File: config.mk
export PLATFORM = sky130hd
export DESIGN_NAME = cas_key_loader
export DESIGN_NICKNAME = d
export VERILOG_FILES = /design/src/rtl/cas_key_pkg.sv /design/src/rtl/cas_key_shift.sv /design/src/rtl/cas_key_loader.sv
export SDC_FILE = /design/constraint.sdc
export NUM_CORES = 1
export LEC_CHECK = 0
export ABC_CLOCK_PERIOD_IN_PS = 3500
export CORE_ASPECT_RATIO = 1.4
export CORE_UTILIZATION = 35
export DETAILED_ROUTE_END_ITERATION = 6
export PLACE_DENSITY = 0.64
export SYNTH_ARGS = -nofsm -noshare
export SYNTH_HDL_FRONTEND = slang
export SYNTH_SLANG_ARGS = --single-unit
File: constraint.sdc
create_clock -name clk -period 3.5 [get_ports clk]
set_input_delay 0.35 -clock clk [delete_from_list [all_inputs] [get_ports clk]]
set_output_delay 0.35 -clock clk [all_outputs]
set_load 0.05 [all_outputs]
File: src/rtl/cas_key_pkg.sv
// ============================================================================
// Module      : cas_key_pkg
// Description : Shared FSM state encoding, default widths and checksum helper
//               for the CAS-Lock key loader.
// Revision    : 1.0  initial release
// ============================================================================
`default_nettype none

package cas_key_pkg;

    localparam int KEY_W_DEF = 64;
    localparam int CHK_W     = 8;
    // Upper bound on key width accepted by xor_bytes; narrower keys are zero-extended
    localparam int KEY_W_MAX = 2048;

    typedef enum logic [2:0] {
        ST_IDLE  = 3'd0,
        ST_LOAD  = 3'd1,
        ST_CHECK = 3'd2,
        ST_ARMED = 3'd3,
        ST_ERROR = 3'd4
    } state_e;

    function automatic logic [CHK_W-1:0] xor_bytes(input logic [KEY_W_MAX-1:0] key);
        logic [CHK_W-1:0] acc;
        acc = '0;
        for (int b = 0; b < KEY_W_MAX / 8; b++) begin
            acc = acc ^ key[b*8 +: 8];
        end
        return acc;
    endfunction

endpackage

`default_nettype wire

File: src/rtl/cas_key_shift.sv
// ============================================================================
// Module      : cas_key_shift
// Description : LSB-first serial-to-parallel shadow register for the key and
//               its checksum, with bit counter and sticky load-done flag.
// Revision    : 1.0  initial release
// ============================================================================
`default_nettype none

module cas_key_shift
    import cas_key_pkg::*;
#(
    parameter int KEY_W = KEY_W_DEF
) (
    input  logic             clk,
    input  logic             rst,
    input  logic             clear,
    input  logic             bit_en,
    input  logic             bit_in,
    output logic [KEY_W-1:0] shadow,
    output logic [CHK_W-1:0] chk,
    output logic             done
);

    localparam int               CNT_W    = $clog2(KEY_W + CHK_W + 1);
    localparam logic [CNT_W-1:0] KEY_CNT  = CNT_W'(KEY_W);
    localparam logic [CNT_W-1:0] LAST_CNT = CNT_W'(KEY_W + CHK_W - 1);

    logic [KEY_W-1:0] shadow_q, shadow_d;
    logic [CHK_W-1:0] chk_q, chk_d;
    logic [CNT_W-1:0] cnt_q, cnt_d;
    logic             done_q, done_d;

    always_comb begin
        shadow_d = shadow_q;
        chk_d    = chk_q;
        cnt_d    = cnt_q;
        done_d   = done_q;
        if (clear) begin
            shadow_d = '0;
            chk_d    = '0;
            cnt_d    = '0;
            done_d   = 1'b0;
        end else if (bit_en && !done_q) begin
            // Right-shift insertion: after KEY_W shifts, the first bit sits at shadow[0]
            if (cnt_q < KEY_CNT) begin
                shadow_d = {bit_in, shadow_q[KEY_W-1:1]};
            end else begin
                chk_d = {bit_in, chk_q[CHK_W-1:1]};
            end
            cnt_d  = cnt_q + CNT_W'(1);
            done_d = (cnt_q == LAST_CNT);
        end
    end

    always_ff @(posedge clk) begin
        if (rst) begin
            shadow_q <= '0;
            chk_q    <= '0;
            cnt_q    <= '0;
            done_q   <= 1'b0;
        end else begin
            shadow_q <= shadow_d;
            chk_q    <= chk_d;
            cnt_q    <= cnt_d;
            done_q   <= done_d;
        end
    end

    assign shadow = shadow_q;
    assign chk    = chk_q;
    assign done   = done_q;

endmodule

`default_nettype wire

File: src/rtl/cas_key_loader.sv
// ============================================================================
// Module      : cas_key_loader
// Description : Serial key loader for a CAS-Lock locked core. Verifies a
//               byte-wise XOR checksum before driving the key bus.
//               Optional macro CAS_KEY_ZEROIZE_EN adds a zeroize input.
// Revision    : 1.0  initial release
// ============================================================================
`default_nettype none

module cas_key_loader
    import cas_key_pkg::*;
#(
    parameter int KEY_W   = KEY_W_DEF,
    parameter int TIMEOUT = 1024
) (
    input  logic             clk,
    input  logic             rst,
    input  logic             start,
    input  logic             key_sdata,
    input  logic             key_svalid,
`ifdef CAS_KEY_ZEROIZE_EN
    input  logic             zeroize,
`endif
    output logic             key_sready,
    output logic [KEY_W-1:0] key_out,
    output logic             key_valid,
    output logic             key_err,
    output logic             busy
);

    localparam int               TMO_W    = $clog2(TIMEOUT + 1);
    localparam logic [TMO_W-1:0] TMO_LAST = TMO_W'(TIMEOUT - 1);

    state_e           state_q, state_d;
    logic [TMO_W-1:0] tmo_q, tmo_d;
    logic [KEY_W-1:0] key_out_q, key_out_d;
    logic             key_valid_q, key_valid_d;
    logic             key_err_q, key_err_d;

    logic [KEY_W-1:0] shadow;
    logic [CHK_W-1:0] chk;
    logic             load_done;
    logic             sready;
    logic             xfer;
    logic             clear;

    cas_key_shift #(
        .KEY_W (KEY_W)
    ) u_shift (
        .clk    (clk),
        .rst    (rst),
        .clear  (clear),
        .bit_en (xfer),
        .bit_in (key_sdata),
        .shadow (shadow),
        .chk    (chk),
        .done   (load_done)
    );

    // Stop accepting once the full frame is in, while the FSM moves to CHECK
    assign sready = (state_q == ST_LOAD) && !load_done;
    assign xfer   = key_svalid && sready;

    always_comb begin
        state_d     = state_q;
        tmo_d       = tmo_q;
        key_out_d   = key_out_q;
        key_valid_d = key_valid_q;
        key_err_d   = key_err_q;

        case (state_q)
            ST_IDLE: begin
                if (start) state_d = ST_LOAD;
            end
            ST_LOAD: begin
                if (load_done) begin
                    state_d = ST_CHECK;
                end else if (xfer) begin
                    tmo_d = '0;
                end else if (tmo_q == TMO_LAST) begin
                    state_d = ST_ERROR;
                end else begin
                    tmo_d = tmo_q + TMO_W'(1);
                end
            end
            ST_CHECK: begin
                if (xor_bytes(KEY_W_MAX'(shadow)) == chk) begin
                    state_d     = ST_ARMED;
                    key_out_d   = shadow;
                    key_valid_d = 1'b1;
                end else begin
                    state_d = ST_ERROR;
                end
            end
            ST_ARMED, ST_ERROR: begin
                if (start) state_d = ST_LOAD;
            end
            default: state_d = ST_IDLE;
        endcase

`ifdef CAS_KEY_ZEROIZE_EN
        if (zeroize) state_d = ST_ERROR;
`endif

        if (state_d == ST_ERROR) begin
            key_out_d   = '0;
            key_valid_d = 1'b0;
            key_err_d   = 1'b1;
        end else if (state_d == ST_LOAD && state_q != ST_LOAD) begin
            key_out_d   = '0;
            key_valid_d = 1'b0;
            key_err_d   = 1'b0;
        end

        if (state_d != ST_LOAD) tmo_d = '0;
    end

    // Shadow survives LOAD->CHECK->ARMED; wiped on any fresh load, abort or idle
    assign clear = (state_d == ST_ERROR) || (state_d == ST_IDLE) ||
                   (state_d == ST_LOAD && state_q != ST_LOAD);

    always_ff @(posedge clk) begin
        if (rst) begin
            state_q     <= ST_IDLE;
            tmo_q       <= '0;
            key_out_q   <= '0;
            key_valid_q <= 1'b0;
            key_err_q   <= 1'b0;
        end else begin
            state_q     <= state_d;
            tmo_q       <= tmo_d;
            key_out_q   <= key_out_d;
            key_valid_q <= key_valid_d;
            key_err_q   <= key_err_d;
        end
    end

    assign key_sready = sready;
    assign key_out    = key_out_q;
    assign key_valid  = key_valid_q;
    assign key_err    = key_err_q;
    assign busy       = (state_q == ST_LOAD) || (state_q == ST_CHECK);

endmodule

`default_nettype wire

==> results of run 1 <==
==> sequential cells by signal (all words and copies together) (netlist names) <==
register        cells
u_shift.chk         8
tmo_q              11
state_q             3
u_shift.done        1
u_shift.shadow     64
u_shift.cnt_q       7
key_err             1
key_valid           1
key_out            64
==> power by group <==
group / leakage (nW) / total (mW) / internal, mW / switching [mW]
Clock: 0.295 / 1.93 / 1.14 / 0.790
Combinational: 1.22 / 0.127 / 0.0422 / 0.0847
Sequential: 1.29 / 1.82 / 1.82 / 0.00258
Total: 2.81 / 3.88 / 3.01 / 0.878
==> per-layer routing <==
metal | track usage (%) | up-vias
met3 | 2.76 | 15
met4 | 6.47 | 0
li1 | - | 2205
met5 | 0 | -
met2 | 27.4 | 77
met1 | 19.9 | 2198
==> worst max-delay path: stages, from the launching register on <==
cell and delay [ps]:
dfxtp_1 360, xnor2_1 270, xnor3_1 460, xnor2_1 170, nor4_4 400, and3_2 660, buf_12 270, a22o_1 150
==> layout make-up <==
type                            count  area (um^2)  share of cell area [%]
Clock buffer                       17          425                    5.38
Clock inverter                     15          193                    2.44
Inverter                            5         23.8                   0.300
Multi-Input combinational cell    370         2950                    37.3
Sequential cell                   160         3200                    40.5
Tap cell                          240          300                    3.80
Timing Repair Buffer               78          816                    10.3
==> stage by stage <==
step	utilization, %	power (mW)
floorplan	-	1.96
global placement	40.7	1.99
detailed placement	40.7	1.99
CTS	44.1	3.92
global route	44.1	4.01
finish	44.1	3.88
==> kinds of logic (layout without fill, tap and decap cells) <==
logic type,after synthesis,after routing
compound gates,87,87
xor+xnor,67,67
buf+inv,46,115
fa+ha+maj,2,2
mux,74,74
flops,160,160
simple gates,140,140
==> synthesized netlist by cell type, types with 2 or more instances <==
| cell | n |
|---|---|
| buf_6 | 5 |
| a22o_1 | 64 |
| buf_2 | 22 |
| o21bai_1 | 2 |
| ha_1 | 2 |
| nor3_1 | 82 |
| xnor3_1 | 8 |
| xnor2_1 | 43 |
| nor4_1 | 2 |
| nand2b_1 | 2 |
| nand2_1 | 12 |
| inv_1 | 4 |
| clkbuf_1 | 14 |
| mux2i_1 | 74 |
| a211oi_1 | 3 |
| nor2_1 | 17 |
| dfxtp_1 | 160 |
| xor2_1 | 16 |
| nand4_1 | 5 |
| nand3_1 | 3 |
| a21oi_1 | 3 |
| a31oi_1 | 2 |
| and3_1 | 4 |
| o21ai_0 | 3 |
| or3_1 | 3 |
==> worst paths after layout <==
path                                         from                        to  depth (start not counted)
hold reg to reg            tmo_q[10]$_SDFFE_PP0P_    tmo_q[10]$_SDFFE_PP0P_                          2
hold / removal             tmo_q[10]$_SDFFE_PP0P_    tmo_q[10]$_SDFFE_PP0P_                          2
setup / recovery  u_shift.shadow[29]$_SDFFE_PP0P_  key_out[27]$_SDFFE_PP0P_                          7
setup reg to reg  u_shift.shadow[29]$_SDFFE_PP0P_  key_out[27]$_SDFFE_PP0P_                          7
==> reports/results.ini, run 1 <==
[die]
start_util_pct=35.6
die_h_um=162
io_pins=73
dieArea_um2=18800
rows=58
dieWidth_um=116
core_area_um2=17900

[finish]
drive_gt1_share_pct=7.91
syn_to_final_growth_pct=24.0
fillers=1686
design_area_um2=7910
final_cell_mix=dfxtp_1 (160), nor3_1 (81), mux2i_1 (74)
final_nets=639
final_common_cell=dfxtp_1
diodes=0
layout.cells.non_filler=885

[detailed_routing]
firstDrtPassIters=4
routed_wl_um=14300
first_iter_violations=177
num_vias=4495
wire_per_inst_um=16.1
route.met3.wl_um=469
vias_per_cell=5.08
route.detailed.drc=0
wl_met2_um=7280
wl_met1_um=6310
highest_layer=met4
ant_nets=0

[clock_network]
ctsHtreeMaxLevel=4
cts_root_buf=clkbuf_16
numCtsBuffers=17
clk_latency_ps=430
cts_hold_buffers=0
clkSinkCount=160
cts_tree=done
cts_resized=0
clk_path_buf_depth=2
postCtsSetupBuffers=0
clkSlewWorstSetupHoldPaths_ps=70

[sta]
setup_viol=0
fin_skew_ps=15.5
relSlewSlack_pct=52.6
fmax_ghz=0.353
finalCritPeriodShare_pct=80.9
min_period_ps=2830
rsz0062_at_grt=false
setup-tns-final_ps=0
final_hold_viol_count=0
setup_slack_ps=669
finalMaxSlewViolations=0
worst_pin_slew_ps=711
hold_ws_ps=442

[grt]
grt-ovfl-total=0
antenna_found_initial=0
grt_pass1_vias=4562
grt_pass1_wl_um=23500
grt_start_max_net_pins=81
grt_usage_pct=16.1

[synthesis]
netlist_instances=576
synth.area.top_cells=dfxtp_1 (50%), mux2i_1 (12%), a22o_1 (8.8%), nor3_1 (6.4%), xnor2_1 (5.9%)
synth-compound-area-share_pct=11.4
post_synth_num_cell_types=46
netlist.area_leader.share_pct=50.2
synth_ff_type=dfxtp_1
synth_nets=583
synth_top_family_by_area=simple AND/OR/NAND/NOR gates
ys_seq_area_share_pct=50.2
synthMuxAreaShare_pct=11.6
synthAdderAreaFrac_pct=0.392
synth_simple_gate_area_share_pct=11.7
synth-seq-cells=160
synth_xor_area_share_pct=10.9
syn_avg_cell_area_um2=11.1
synth_area_um2=6380
synth_warnings=0
async_flop_share_pct=0
synth_top_area_cell=dfxtp_1
synth_edf_count=0

[worst_setup_path]
worst_ep_required_time_ps=3870
end_kind=register
arrival_ps=3200
critPathLaunchType=register
critPathMaxFanout=36
crit_type=reg -> reg
reg2reg_slack_ps=670

[place]
port_buffers=72
place_ws_ps=642
routabilityCongestion=0.786
place_area_um2=7290
hpwl_um=9630
placed_cells=853

[hold_path]
hp-class=reg -> reg

[job]
drv_cap=0

[run_status]
outcome=finished clean

[pwr]
power.density_nw_per_um2=491
ir_drop_mv=0.279
power_leakage_nw=2.81

Note: power is estimated with default switching activity, not from simulation.
==> run 2: changes to the inputs <==
--- a/config.mk
+++ b/config.mk
@@ -5,7 +5,7 @@
 export SDC_FILE = /design/constraint.sdc
 export NUM_CORES = 1
 export LEC_CHECK = 0
-export ABC_CLOCK_PERIOD_IN_PS = 3500
+export ABC_CLOCK_PERIOD_IN_PS = 2900
 export CORE_ASPECT_RATIO = 1.4
 export CORE_UTILIZATION = 35
 export DETAILED_ROUTE_END_ITERATION = 6
==> constraint.sdc (replaced) <==
create_clock -name clk -period 2.9 [get_ports clk]
set_input_delay 0.29 -clock clk [delete_from_list [all_inputs] [get_ports clk]]
set_output_delay 0.29 -clock clk [all_outputs]
set_load 0.05 [all_outputs]
==> run 2 against run 1 <==
  * Worst hold slack better by 5.4 ps
  * Sequential power rose by 21%
  * Via count barely moved
  * Wire length shrank 1.5%
  * Clock skew decreased by 4.5 ps
  * Non-clock buffer count up 2
  * Final cell count increased by 0.23%
  * Flip-flop and latch count stayed put
  * Total power rose by 22%
  * Die area unchanged
  * First-iteration DRC count down 19%
  * Largest cell class unchanged
==> reports/results.ini, run 2 (synthesis gave the netlist of run 1 again) <==
[run_status]
outcome=finished clean  ; unchanged

[sta]
min_period_ps=2520
finalCritPeriodShare_pct=87.0
rsz0062_at_grt=false  ; unchanged
setup_viol=0  ; unchanged
setup-tns-final_ps=0  ; unchanged
fin_skew_ps=11.0  ; was 15.5 ps
fmax_ghz=0.396
final_hold_viol_count=0  ; unchanged
relSlewSlack_pct=64.5  ; was 52.6%
finalMaxSlewViolations=0  ; unchanged
worst_pin_slew_ps=531  ; was 711 ps

[worst_setup_path]
timing.critical_path.from=state_q[1]$_SDFF_PP0_  ; was u_shift.shadow[29]$_SDFFE_PP0P_
end_kind=output pin  ; was register
cpPeakStageDelay_ps=810  ; was 660 ps
cp_slowest_cell=clkdlybuf4s50_1  ; was and3_2
critPathMaxFanout=9  ; was 36
cp_num_buf_inv=2  ; was 1
timing.rr.end=u_shift.shadow[54]$_SDFFE_PP0P_  ; was key_out[27]$_SDFFE_PP0P_
path_cells=nand2b_4 > or3_4 > clkinv_4 > clkdlybuf4s50_1  ; was xnor2_1 > xnor3_1 > xnor2_1 > nor4_4 > and3_2 > buf_12 > a22o_1
r2r-start=tmo_q[4]$_SDFFE_PP0P_  ; was u_shift.shadow[29]$_SDFFE_PP0P_
arrival_ps=2230  ; was 3200 ps
critPathLaunchType=register  ; unchanged
cp.depth=4  ; was 7
critPathTopFamily=buffers and inverters  ; was simple AND/OR/NAND/NOR gates
ff2ff_path_depth=7  ; unchanged
crit_type=reg -> out  ; was reg -> reg
worstSetupEndpoint=key_sready  ; was key_out[27]$_SDFFE_PP0P_
worst_ep_required_time_ps=2610  ; was 3870 ps
reg2reg_slack_ps=490  ; was 670 ps

[clock_network]
cts_hold_buffers=0  ; unchanged
clk_path_buf_depth=2  ; unchanged
clk_latency_ps=420  ; was 430 ps
cts_tree=done  ; unchanged
numCtsBuffers=17  ; unchanged
cts_root_buf=clkbuf_16  ; unchanged
clkSinkCount=160  ; unchanged
clkSlewWorstSetupHoldPaths_ps=70  ; about the same
cts_resized=0  ; unchanged
postCtsSetupBuffers=0  ; unchanged
ctsHtreeMaxLevel=4  ; unchanged

[detailed_routing]
vias_per_cell=5.06  ; was 5.08
num_vias=4491  ; was 4495
routed_wl_um=14100  ; was 14300 um
wire_per_inst_um=15.9  ; was 16.1 um
first_iter_violations=144  ; was 177
ant_nets=0  ; unchanged
firstDrtPassIters=4  ; unchanged
route.detailed.drc=0  ; unchanged

[place]
hpwl_um=9510  ; was 9630 um
port_buffers=72  ; unchanged
place_area_um2=7330  ; was 7290 um^2
routabilityCongestion=0.763  ; was 0.786

[finish]
syn_to_final_growth_pct=24.8  ; was 24.0%
design_area_um2=7970  ; was 7910 um^2
diodes=0  ; unchanged
final_common_cell=dfxtp_1  ; unchanged
final_cell_mix=dfxtp_1 (160), nor3_1 (81), mux2i_1 (74)  ; unchanged
drive_gt1_share_pct=8.19  ; was 7.91%
fillers=1679  ; was 1686
final_nets=641  ; was 639

[hold_path]
hp-start=tmo_q[10]$_SDFFE_PP0P_  ; unchanged
hp-class=reg -> reg  ; unchanged

[die]
die_h_um=162  ; unchanged
core_area_um2=17900  ; unchanged
start_util_pct=35.6  ; unchanged
rows=58  ; unchanged
dieWidth_um=116  ; unchanged
io_pins=73  ; unchanged
dieArea_um2=18800  ; unchanged

[grt]
antenna_found_initial=0  ; unchanged
grt_usage_pct=15.8  ; was 16.1%
grt_pass1_wl_um=23000  ; was 23500 um
grt-ovfl-total=0  ; unchanged
grt_pass1_vias=4451  ; was 4562
grt_start_max_net_pins=81  ; unchanged

[job]
drv_cap=0  ; unchanged

[pwr]
ir_drop_mv=0.398  ; was 0.279 mV
power_leakage_nw=2.84  ; was 2.81 nW
power.density_nw_per_um2=594  ; was 491 nW/um^2

-- run 2: cell count changes in the layout (fill, tap and decap cells not counted), sizes merged --
| cell | before | now |
|---|---|---|
| buf | 6 | 8 |
| clkbuf | 17 | 18 |
| clkinv | 3 | 5 |
| clkinvlp | 3 | 0 |
-- run 2: worst reg2reg max path, stage by stage (launching register included) --
cell     delay [ps]
dfxtp_1         400
nand4_1         250
or4_1           670
nand2_1         200
nand2_1         130
a21oi_4         160
buf_12          330
nor3_1          140
-- run 2: through the flow --
| step | hold WS, ps | util, % | power [mW] | instances | setup WS [ps] |
|---|---|---|---|---|---|
| floorplan | 404 | - | 2.37 | 576 | 721 |
| global placement | 414 | 40.9 | 2.40 | 855 | 473 |
| detailed placement | 435 | 40.9 | 2.41 | 855 | 434 |
| CTS | 445 | 44.4 | 4.78 | 887 | 361 |
| global route | 450 | 44.4 | 4.88 | 887 | 309 |
| finish | 447 | 44.4 | 4.73 | 887 | 377 |
-- run 2: metal layers --
| layer | track usage (%) | part of all wire [%] | routed length, um |
|---|---|---|---|
| met1 | 18.9 | 44 | 6180 |
| met5 | 0 | 0 | 0 |
| met3 | 4.10 | 3.4 | 485 |
| met4 | 5.13 | 1.4 | 197 |
| met2 | 27.2 | 51 | 7200 |
-- run 2: how the worst min path moves through the flow --
stage                             endpoint  slack (ps)  depth (start not counted)
finish              tmo_q[10]$_SDFFE_PP0P_         450                          2
global route        tmo_q[10]$_SDFFE_PP0P_         450                          2
CTS                 tmo_q[10]$_SDFFE_PP0P_         440                          2
detailed placement  tmo_q[10]$_SDFFE_PP0P_         430                          2
global placement    tmo_q[10]$_SDFFE_PP0P_         410                          2
floorplan           tmo_q[10]$_SDFFE_PP0P_         400                          2
-- run 2: final cells by class --
type / count / area (um^2) / area share (%)
Clock buffer: 18 / 439 / 5.51
Clock inverter: 14 / 194 / 2.43
Inverter: 5 / 23.8 / 0.298
Multi-Input combinational cell: 370 / 2950 / 37.0
Sequential cell: 160 / 3200 / 40.2
Tap cell: 240 / 300 / 3.77
Timing Repair Buffer: 80 / 856 / 10.7
-- run 2: report_power, final --
part	internal (mW)	total, mW	switching (mW)
logic	0.0540	0.154	0.100
clock network	1.41	2.37	0.961
registers	2.20	2.20	0.00316
total	3.66	4.73	1.07
==> RTL edit 1, RTL diff (flow settings as in run 2) <==
One comparison of `cnt_q` changes from == to >=.
--- a/src/rtl/cas_key_shift.sv
+++ b/src/rtl/cas_key_shift.sv
@@ -50,3 +50,3 @@
             cnt_d  = cnt_q + CNT_W'(1);
-            done_d = (cnt_q == LAST_CNT);
+            done_d = (cnt_q >= LAST_CNT);
         end
Function: no difference found for any inputs over 10 cycles, from zero or initial values and one cycle with rst high; that may be too few to reach the edited logic, so the function may still have changed.
==> RTL edit 1 against run 2 <==
Wire length up 8.1%; power up 0.78%; count of clock-buffer cells in the layout up 1; die area up 5.0%; worst setup slack worse by 210 ps; area after synthesis up 5.1%; sequential cell count unchanged; utilization down 0.95 points; sequential power about the same; final cell count up 1.5%; final area up 2.0%; first-iteration DRC count up 110%; critical path type unchanged.
==> RTL edit 1: results (changes against run 2) <==
stage;metric;value;unit;change
finish;drive_gt1_frac;0.101;;was 0.0819
synthesis;synth.area.mux_share;0.110;;was 0.116
synthesis;synth.lib_cells_used.distinct;47;;was 46
synthesis;post_synth_fa_ha_maj_area_fraction;0.00373;;was 0.00392
synthesis;synth_xor_area_frac;0.108;;was 0.109
placed_design;detailed_place.area;0.00749;mm^2;was 0.00733 mm^2
finish;design.final.nets;650;;was 641
placed_design;place.gp.congestion;0.784;;was 0.763
power;worst_ir_drop_vdd;0.000386;V;was 0.000398 V
synthesis;syn-num-nets;600;;was 583
drt;first_iter_violations;302;;was 144
clock_tree;number_of_buffers_created_by_cts;17;;unchanged
power;total_power;4.77;mW;was 4.73 mW
clock_tree;clock_latency_late_sink;430;ps;
sta;finClkSkew;11.5;ps;was 11.0 ps
synthesis;synth-main-ff-cell;sky130_fd_sc_hd__dfxtp_1;;unchanged
finish;fillerInstances;1704;;was 1679
outcome;outcome;finished, final reports clean;;unchanged
global_routing;grt_util_all_layers;0.156;;was 0.158
synthesis;synth_seq_area_share;0.478;;was 0.502
drt;routedWlPerCell;16.9;um;was 15.9 um
critical_path;worst-endpoint-arrival;2440;ps;was 2230 ps
global_routing;grt_pass1_vias;4674;;was 4451
synthesis;yosys-top-cells-count;sky130_fd_sc_hd__dfxtp_1, sky130_fd_sc_hd__mux2i_1, sky130_fd_sc_hd__nor4_1;;was sky130_fd_sc_hd__dfxtp_1, sky130_fd_sc_hd__nor3_1, sky130_fd_sc_hd__mux2i_1
synthesis;async_flop_share;0;;unchanged
synthesis;post_synth_main_area_contributors;sky130_fd_sc_hd__dfxtp_1, sky130_fd_sc_hd__mux2i_1, sky130_fd_sc_hd__a22o_1, sky130_fd_sc_hd__nor4_1, sky130_fd_sc_hd__xnor2_1;;was sky130_fd_sc_hd__dfxtp_1, sky130_fd_sc_hd__mux2i_1, sky130_fd_sc_hd__a22o_1, sky130_fd_sc_hd__nor3_1, sky130_fd_sc_hd__xnor2_1
power;total_leakage_power;3.34;nW;was 2.84 nW
critical_path;critical_path.max_fanout;7;;was 9
global_routing;grt_first_pass_wirelength;24600;um;was 23000 um
global_routing;grt_max_degree;82;;was 81
clock_tree;clockRootBuffer;sky130_fd_sc_hd__clkbuf_16;;unchanged
global_routing;antenna_found_initial;0;;unchanged
placed_design;post-place-ws;230;ps;was 434 ps
finish;count_of_inserted_antenna_diode_cells;0;;unchanged
placed_design;post-place-cells;867;;was 855
sta;rel_slew_slack;0.267;;was 0.645
synthesis;postSynthAreaPerCell;11.3;um^2;was 11.1 um^2
clock_tree;cts.htree.levels;4;;unchanged
synthesis;synth-compound-area-share;0.111;;was 0.114
finish;area_of_combinational_cells_with_multiple_inputs;0.00317;mm^2;was 0.00295 mm^2
placed_design;dp_hpwl;10000;um;was 9510 um
worst_hold_path;min-delay-path-class;in2reg;;was reg2reg
drt;via_count;4790;;was 4491
drt;routed_via_density;5.32;;was 5.06
-- RTL edit 1: timing repair --
action                                  CTS  global route
setup buffers                             0             0
endpoints found under the setup margin    0             8
hold endpoints to repair                  0             0
-- RTL edit 1: path summary, 6_finish.rpt --
kind / startpoint / to / slack (ps) / cells after the start
worst max-delay path: state_q[0]$_SDFF_PP0_ / key_sready / 170 / 4
worst min-delay path: rst / state_q[0]$_SDFF_PP0_ / 110 / 2
worst min register to register: key_valid$_SDFFE_PP0P_ / key_valid$_SDFFE_PP0P_ / 470 / 1
worst max register to register: state_q[2]$_SDFF_PP0_ / u_shift.shadow[57]$_SDFFE_PP0P_ / 240 / 7
-- RTL edit 1: layer usage --
metal	track usage	share of wire
met1	0.184	0.43
met2	0.266	0.51
met3	0.0422	0.037
met4	0.0633	0.023
met5	0	0
-- RTL edit 1: cell families after synthesis --
group / after synthesis
AO/OA/AOI/OAI: 89
XOR/XNOR: 70
adder cells (fa/ha/maj): 2
buffers and inverters: 55
flip-flops: 160
multiplexers: 74
AND/OR/NAND/NOR: 143
-- RTL edit 1: cell type report --
type	count	share of cell area
flip-flops and latches	160	0.394
multi-input cells	379	0.390
repair buffers	82	0.0989
clock buffers	19	0.0558
well taps	244	0.0376
clock inverters	13	0.0217
inverters	3	0.00154
-- RTL edit 1: where the power goes --
group | switching, mW | internal [mW]
Combinational | 0.138 | 0.0558
Clock | 0.950 | 1.42
Sequential | 0.00289 | 2.20
Total | 1.09 | 3.68
-- RTL edit 1: critical path, cell delays in order (launching register included) --
cell	delay (ps)
sky130_fd_sc_hd__dfxtp_1	410
sky130_fd_sc_hd__and2b_1	180
sky130_fd_sc_hd__or3b_1	460
sky130_fd_sc_hd__clkinv_2	140
sky130_fd_sc_hd__clkdlybuf4s50_1	830
==> RTL edit 2, RTL diff (flow settings as in run 2) <==
Without the edit above. Build with the macro `CAS_KEY_ZEROIZE_EN` defined.
--- a/src/rtl/cas_key_loader.sv
+++ b/src/rtl/cas_key_loader.sv
@@ -8,2 +8,4 @@
 `default_nettype none
+
+`define CAS_KEY_ZEROIZE_EN
 
Interface: changed (added zeroize); port bits go from 73 to 74. The function was not compared with the original's and may differ.
==> RTL edit 2 against run 2 <==
Synthesized cell count is 28% higher; sequential cell count unchanged; final area rose by 5.4%; utilization down 0.57 points; wire length is 13% higher; clock skew is 6.0 ps higher; worst setup slack gained 37 ps; power decreased by 0.52%; area after synthesis up 7.1%; critical path type unchanged; largest power group unchanged; highest routed layer unchanged.
==> RTL edit 2: results (changes against run 2) <==
stage;metric;value;unit;change
critical_path;timing.critical_path.from;state_q[0]$_SDFF_PP0_;;was state_q[1]$_SDFF_PP0_
finish;n_all_buffers;86;;was 80
finish;nClkBuffers;22;;was 18
drt;wl_met1;6910;um;was 6180 um
drt;first_iter_violations;362;;was 144
finish;drive_gt1_frac;0.0684;;was 0.0819
finish;num-nonclk-inverters;7;;was 5
finish;layout.comb_gates.multi_input;505;;was 370
sta;finClkSkew;16.9;ps;was 11.0 ps
synthesis;syn-num-nets;744;;was 583
placed_design;dp_hpwl;10200;um;was 9510 um
drt;met2_layer_wire_length_in_the_routed_design;8310;um;was 7200 um
critical_path;worst-endpoint-arrival;2200;ps;was 2230 ps
drt;via_count;5314;;was 4491
global_routing;grt_max_degree;82;;was 81
placed_design;io_buffer_count;73;;was 72
finish;fillerInstances;1868;;was 1679
synthesis;post_synth_main_area_contributors;sky130_fd_sc_hd__dfxtp_1, sky130_fd_sc_hd__mux2i_1, sky130_fd_sc_hd__a31oi_1, sky130_fd_sc_hd__xnor2_1, sky130_fd_sc_hd__nand3_1;;was sky130_fd_sc_hd__dfxtp_1, sky130_fd_sc_hd__mux2i_1, sky130_fd_sc_hd__a22o_1, sky130_fd_sc_hd__nor3_1, sky130_fd_sc_hd__xnor2_1
global_routing;grt_util_all_layers;0.162;;was 0.158
global_routing;grt_util_met1;0.193;;was 0.189
finish;design.final.nets;785;;was 641
worst_hold_path;timing.hold.worst_endpoint;key_out[52]$_SDFFE_PP0P_;;was tmo_q[10]$_SDFFE_PP0P_
drt;met3_wirelength;418;um;was 485 um
worst_hold_path;hold_path_startpoint;key_out[52]$_SDFFE_PP0P_;;was tmo_q[10]$_SDFFE_PP0P_
global_routing;grt_first_pass_wirelength;25900;um;was 23000 um
power;total_leakage_power;3.32;nW;was 2.84 nW
synthesis;synth.lib_cells_used.distinct;37;;was 46
critical_path;critical_path.reg2reg.startpoint;u_shift.shadow[38]$_SDFFE_PP0P_;;was tmo_q[4]$_SDFFE_PP0P_
power;worst_ir_drop_vdd;0.000425;V;was 0.000398 V
global_routing;groute.layer.met2.usage;0.284;;was 0.272
outcome;outcome;finished, final reports clean;;unchanged
drt;wirelength;15800;um;was 14100 um
global_routing;grt_pass1_vias;5109;;was 4451
sta;rel_slew_slack;0.452;;was 0.645
finish;bufAreaShareNonClock;0.103;;was 0.107
synthesis;yosys-top-cells-count;sky130_fd_sc_hd__dfxtp_1, sky130_fd_sc_hd__nand2_1, sky130_fd_sc_hd__a31oi_1;;was sky130_fd_sc_hd__dfxtp_1, sky130_fd_sc_hd__nor3_1, sky130_fd_sc_hd__mux2i_1
finish;area_of_combinational_cells_with_multiple_inputs;0.00337;mm^2;was 0.00295 mm^2
finish;clock_tree_area_fraction;0.0740;;was 0.0795
critical_path;reg_to_reg_endpoint;u_shift.shadow[9]$_SDFFE_PP0P_;;was u_shift.shadow[54]$_SDFFE_PP0P_
synthesis;synth_seq_area_share;0.469;;was 0.502
placed_design;place.gp.congestion;0.796;;was 0.763
RTL edit 2: metrics by stage:
step                      utilization  instance area, um^2  setup slack [ps]  hold WS (ps)
final                           0.439                 8400               415           442
after global routing            0.439                 8400               223           467
after CTS                       0.439                 8400               395           447
after detailed placement        0.406                 7780               550           438
after global placement          0.406                 7780               575           433
after floorplan                     -                 6840               712           423
RTL edit 2: kinds of logic (layout without fill, tap and decap cells):
logic type | count (synthesis) | in the layout | share of synthesized area
AOI/OAI and AO/OA | 165 | 165 | 0.140
xor gates and xnor gates | 70 | 70 | 0.106
adders and majority gates | 2 | 2 | 0.00366
buffers and inverters | 71 | 124 | 0.0434
DFF | 160 | 160 | 0.469
muxes | 73 | 73 | 0.107
and+or+nand+nor | 195 | 195 | 0.132
RTL edit 2: where the power goes:
group	switching, mW	internal, mW	total, mW
clock network	0.897	1.48	2.38
registers	0.00381	2.20	2.20
logic	0.0805	0.0384	0.119
total	0.982	3.72	4.70
